<file path="src/rtl/mult8_seq_ctrl.sv">
`default_nettype none
// ============================================================================
// Module   : mult8_seq_ctrl
// Purpose  : Sequential 8x8 unsigned shift-and-add multiplier controller that
//            drives an external shared 8-bit adder, one partial add per clock.
// Revision : 1.0 - initial release
// ============================================================================
module mult8_seq_ctrl #(
    parameter int N_BITS = 8,
    parameter int CNT_W  = 3
) (
    input  logic                  clk,
    input  logic                  resetn,
    input  logic                  i_start,
    input  logic [N_BITS-1:0]     i_multiplicand,
    input  logic [N_BITS-1:0]     i_multiplier,
    output logic [N_BITS-1:0]     o_add_a,
    output logic [N_BITS-1:0]     o_add_b,
    input  logic [N_BITS-1:0]     i_add_sum,
    input  logic                  i_add_cout,
    output logic                  o_busy,
    output logic                  o_done,
    output logic [2*N_BITS-1:0]   o_product
);

    typedef enum logic [1:0] {
        S_IDLE = 2'd0,
        S_RUN  = 2'd1,
        S_DONE = 2'd2
    } state_t;

    state_t              r_state;
    state_t              w_next_state;
    logic [N_BITS-1:0]   r_a;
    logic [N_BITS-1:0]   r_q;
    logic [N_BITS-1:0]   r_m;
    logic [CNT_W-1:0]    r_cnt;
    logic [2*N_BITS-1:0] r_product;

    logic                w_load;
    logic                w_run;
    logic                w_last;
    logic [2*N_BITS-1:0] w_shift;

    assign w_run  = (r_state == S_RUN);
    assign w_last = (r_cnt == CNT_W'(N_BITS - 1));
    // Carry lands in A's MSB; the sum's LSB moves into Q as Q[0] retires.
    assign w_shift = {i_add_cout, i_add_sum, r_q[N_BITS-1:1]};

    always_ff @(posedge clk or negedge resetn) begin
        if (!resetn) begin
            r_state <= S_IDLE;
        end else begin
            r_state <= w_next_state;
        end
    end

    always_comb begin
        w_next_state = r_state;
        w_load       = 1'b0;
        case (r_state)
            S_IDLE: begin
                if (i_start) begin
                    w_load       = 1'b1;
                    w_next_state = S_RUN;
                end
            end
            S_RUN: begin
                if (w_last) begin
                    w_next_state = S_DONE;
                end
            end
            S_DONE: begin
                if (i_start) begin
                    w_load       = 1'b1;
                    w_next_state = S_RUN;
                end else begin
                    w_next_state = S_IDLE;
                end
            end
            default: begin
                w_next_state = S_IDLE;
            end
        endcase
    end

    always_ff @(posedge clk or negedge resetn) begin
        if (!resetn) begin
            r_a       <= '0;
            r_q       <= '0;
            r_m       <= '0;
            r_cnt     <= '0;
            r_product <= '0;
        end else if (w_load) begin
            r_a   <= '0;
            r_q   <= i_multiplier;
            r_m   <= i_multiplicand;
            r_cnt <= '0;
        end else if (w_run) begin
            {r_a, r_q} <= w_shift;
            r_cnt      <= r_cnt + CNT_W'(1);
            if (w_last) begin
                r_product <= w_shift;
            end
        end
    end

    // The shared adder sees zeros whenever the controller is not iterating.
    assign o_add_a   = w_run ? r_a : '0;
    assign o_add_b   = (w_run && r_q[0]) ? r_m : '0;
    assign o_busy    = w_run;
    assign o_done    = (r_state == S_DONE);
    assign o_product = r_product;

endmodule
`default_nettype wire

</file>
<file path="config.mk">
export PLATFORM = sky130hd
export DESIGN_NAME = mult8_seq_ctrl
export DESIGN_NICKNAME = d
export VERILOG_FILES = /design/src/rtl/mult8_seq_ctrl.sv
export SDC_FILE = /design/constraint.sdc
export NUM_CORES = 1
export LEC_CHECK = 0
export CAP_MARGIN = 5
export CORE_MARGIN = 2
export CORE_UTILIZATION = 25
export CTS_CLUSTER_SIZE = 25
export DETAILED_ROUTE_END_ITERATION = 7
export HOLD_SLACK_MARGIN = 0.06
export PLACE_DENSITY = 0.56
export SKIP_CTS_REPAIR_TIMING = 1
export SLEW_MARGIN = 10
export SYNTH_ARGS = -nofsm -noshare
export SYNTH_HDL_FRONTEND = slang
export SYNTH_SLANG_ARGS = --single-unit
export TNS_END_PERCENT = 30
</file>
<file path="constraint.sdc">
create_clock -name clk -period 2.3 [get_ports clk]
set_clock_uncertainty 0.2 [all_clocks]
set_input_delay 0.23 -clock clk [delete_from_list [all_inputs] [get_ports clk]]
set_output_delay 0.23 -clock clk [all_outputs]
set_load 0.02 [all_outputs]
</file>
==> run summary <==
CTS buffer count - 5
Cell variety after synth - 20
CTS root buf - clkbuf_8
Largest net degree at the start of global routing - 24
Port bufs - 61
Yosys top cell area share - 0.516
Post-DRT Antenna Nets - 0
FF-to-FF Start - r_cnt[0]
CTS sink cnt - 45
Fillers - 856
Reg power frac - 0.347
Clock transition at path regs - 0.09 ns
DR iter-0 viols - 11
Worst reg2reg setup slack - 0.47 ns
Fin. Hold Viols - 0
Total Routing Usage GR - 0.104
Clock tree buffer depth - 2
Post-Synth XOR/XNOR Area - 0.00402
Initial Util - 0.254
Synth Area in Adders - 0.0115
Critical path depth in cells - 3
Critical Path End Type - primary output
Switching share of power - 0.343
DR vias - 1446
Worst path top cell family by delay - buffers and inverters
Lkg Pwr - 0.00157 uW
Most frequent cells after synthesis - dfrtp_1, mux2i_1, mux2_2, mux2_4
CP max FO - 21
Reg2Reg Depth - 4
Hold WC Path Type - in -> async
Required time worst endpoint - 1.87 ns
Row Count - 34
Setup crit end - o_done
CORE AREA - 8590 um2
Slew @ Worst Pin - 0.600 ns
Crit path launch - r_state[1]
Die Width - 97.4 um
CTS tree - done
Register bit count reported by yosys - 45
Max-cap violations - 0
RSZ-0062 raised after global routing - yes
Vias in the first global route - 1499
Final Max Tran Viols - 0
Cell count after synthesis - 158
Count leader, synth - dfrtp_1
Switching power - 1400 uW
DRC Markers - 0
Vias per cell - 4.32
Maximum VDD drop - 0.000513 V
Placed Area - 2940 um2
Fmax - 0.446 GHz
CP cell instances - buf_4, nor2b_1, clkdlybuf4s50_1
Post-synthesis average cell area - 13.8 um2
I/O pins - 62
Post-synthesis sequential area ratio - 0.516
Hpwl dp - 3330 um
Die Height - 97.4 um
Status - finished clean
Gr ovfl total - 0
Simple-gate share of the synthesized area - 0.0861
First-pass GRT wire length - 8090 um
Multi-input combinational cell area - 983 um2
Layout cell share with drive strength beyond 1 - 0.198
Largest cells by area after synthesis - dfrtp_1, mux2i_1, mux2_2
RePlAce Congestion - 0.662
CP max stage cell - clkdlybuf4s50_1
Mapped Area - 2180 um2
Top_reg_cell synth - dfrtp_1
Dpl ws - 0.300 ns
Slew Limit Headroom - 0.600
Net Count, Synth - 188
Crit path buf inv count - 2
Share of flip-flops with an asynchronous set or reset - 1.00
Die area - 9490 um2
Type of origin of the critical path - flop
Synth-to-Final Area Change - 42.7%
Final min period - 2.24 ns
Final worst-path cycle share - 0.975
Layout Nets - 256
Comb pwr share - 0.481
Post-synthesis mux area share - 0.329
Setup Crit Path Kind - reg -> out
Clk Latency, worst-skew pair - 0.29 ns
Internal power - 2690 uW
Power consumption - 4100 uW
Initial DRT Pass Iterations - 4
H-tree Lvls - 2
Worst reg2reg endpoint - o_product[15]
Final setup fails - 0
EDFF count, synth - 0
Initial antenna violation count - 0
Critical Path AT - 1.81 ns
FF+latch area - 1130 um2
Final Util - 0.362
Cell Pwr Density - 1320 nW/um2
Ant diodes - 0
Largest family of logic cells by synthesized area - multiplexers
Worst Slack Setup Final - 0.0570 ns
WL final - 4790 um
Fin area - 3110 um2
Area leader, netlist - dfrtp_1
DR WL/cell - 14.3 um
CP max stage delay - 0.63 ns
Post-Route Setup TNS - 0 ns
Synth Area in Compound Gates - 0.0195
Clk pwr share - 0.172
Warnings from Yosys - 0
-- metrics by stage --
stage | std cells | hold WS (ns)
after floorplan | 158 | -0.266
after global placement | 326 | 0.0738
after detailed placement | 326 | 0.0755
after CTS | 334 | -0.252
after global routing | 335 | 0.321
final | 335 | 0.279
-- worst min path at each step --
stage,to,slack (ns),from,depth (start not counted)
2_1_floorplan,o_product[0],-0.27,resetn,0
3_3_place_gp,o_product[1],0.07,resetn,1
3_5_place_dp,o_product[1],0.08,resetn,1
4_1_cts,o_product[1],-0.25,resetn,1
5_1_grt,r_m[7],0.32,r_m[7],1
6_report,o_product[1],0.28,resetn,2
-- cells by family after synthesis --
kind of cell    after synthesis
mux                          65
flops                        45
simple gates                 28
buf+inv                      12
compound gates                5
fa+ha+maj                     2
xor+xnor                      1
-- sequential cells by signal, summed over array words and instances (netlist names) --
signal     flops
o_product     16
r_a            8
r_m            8
r_q            8
r_cnt          3
r_state        2
-- power by group through the flow --
stage               sequential (uW)  combinational (uW)  clock, uW
finish                         1420                1970        704
global route                   1480                2120        767
CTS                            1430                2030        734
detailed placement             1450                2020          0
global placement               1430                2000          0
floorplan                      1550                1060          0
-- final cells by class --
| class | count | area share |
|---|---|---|
| well taps | 108 | 0.0434 |
| repair buffers | 71 | 0.233 |
| flip-flops and latches | 45 | 0.362 |
| multi-input cells | 101 | 0.316 |
| clock inverters | 3 | 0.0209 |
| clock buffers | 5 | 0.0221 |
| inverters | 2 | 0.00241 |
-- per-layer routing --
layer,GRT usage,wire length [um],up-vias
li1,-,-,690
met1,0.142,2270,723
met2,0.168,2330,31
met3,0.0237,180,2
met4,0.0224,16,0
met5,0,0,-
-- cell usage in the layout, fill, tap and decap left out --
master / count
dfrtp_1: 45
inv_1: 2
nand2b_1: 7
xnor2_1: 1
clkbuf_8: 5
dlymetal6s2s_1: 12
a21o_1: 1
buf_4: 8
nor2_1: 1
and2b_2: 1
nor2b_1: 2
buf_2: 1
ha_1: 2
mux2_2: 16
mux2i_1: 38
dlygate4sd3_1: 1
and3_1: 8
clkdlybuf4s50_1: 48
mux2_4: 9
buf_12: 1
and2_1: 8
a22o_1: 4
nand3b_4: 1
clkinv_2: 1
mux2_1: 2
bufinv_16: 2
Power figures use the tool's default switching activity.
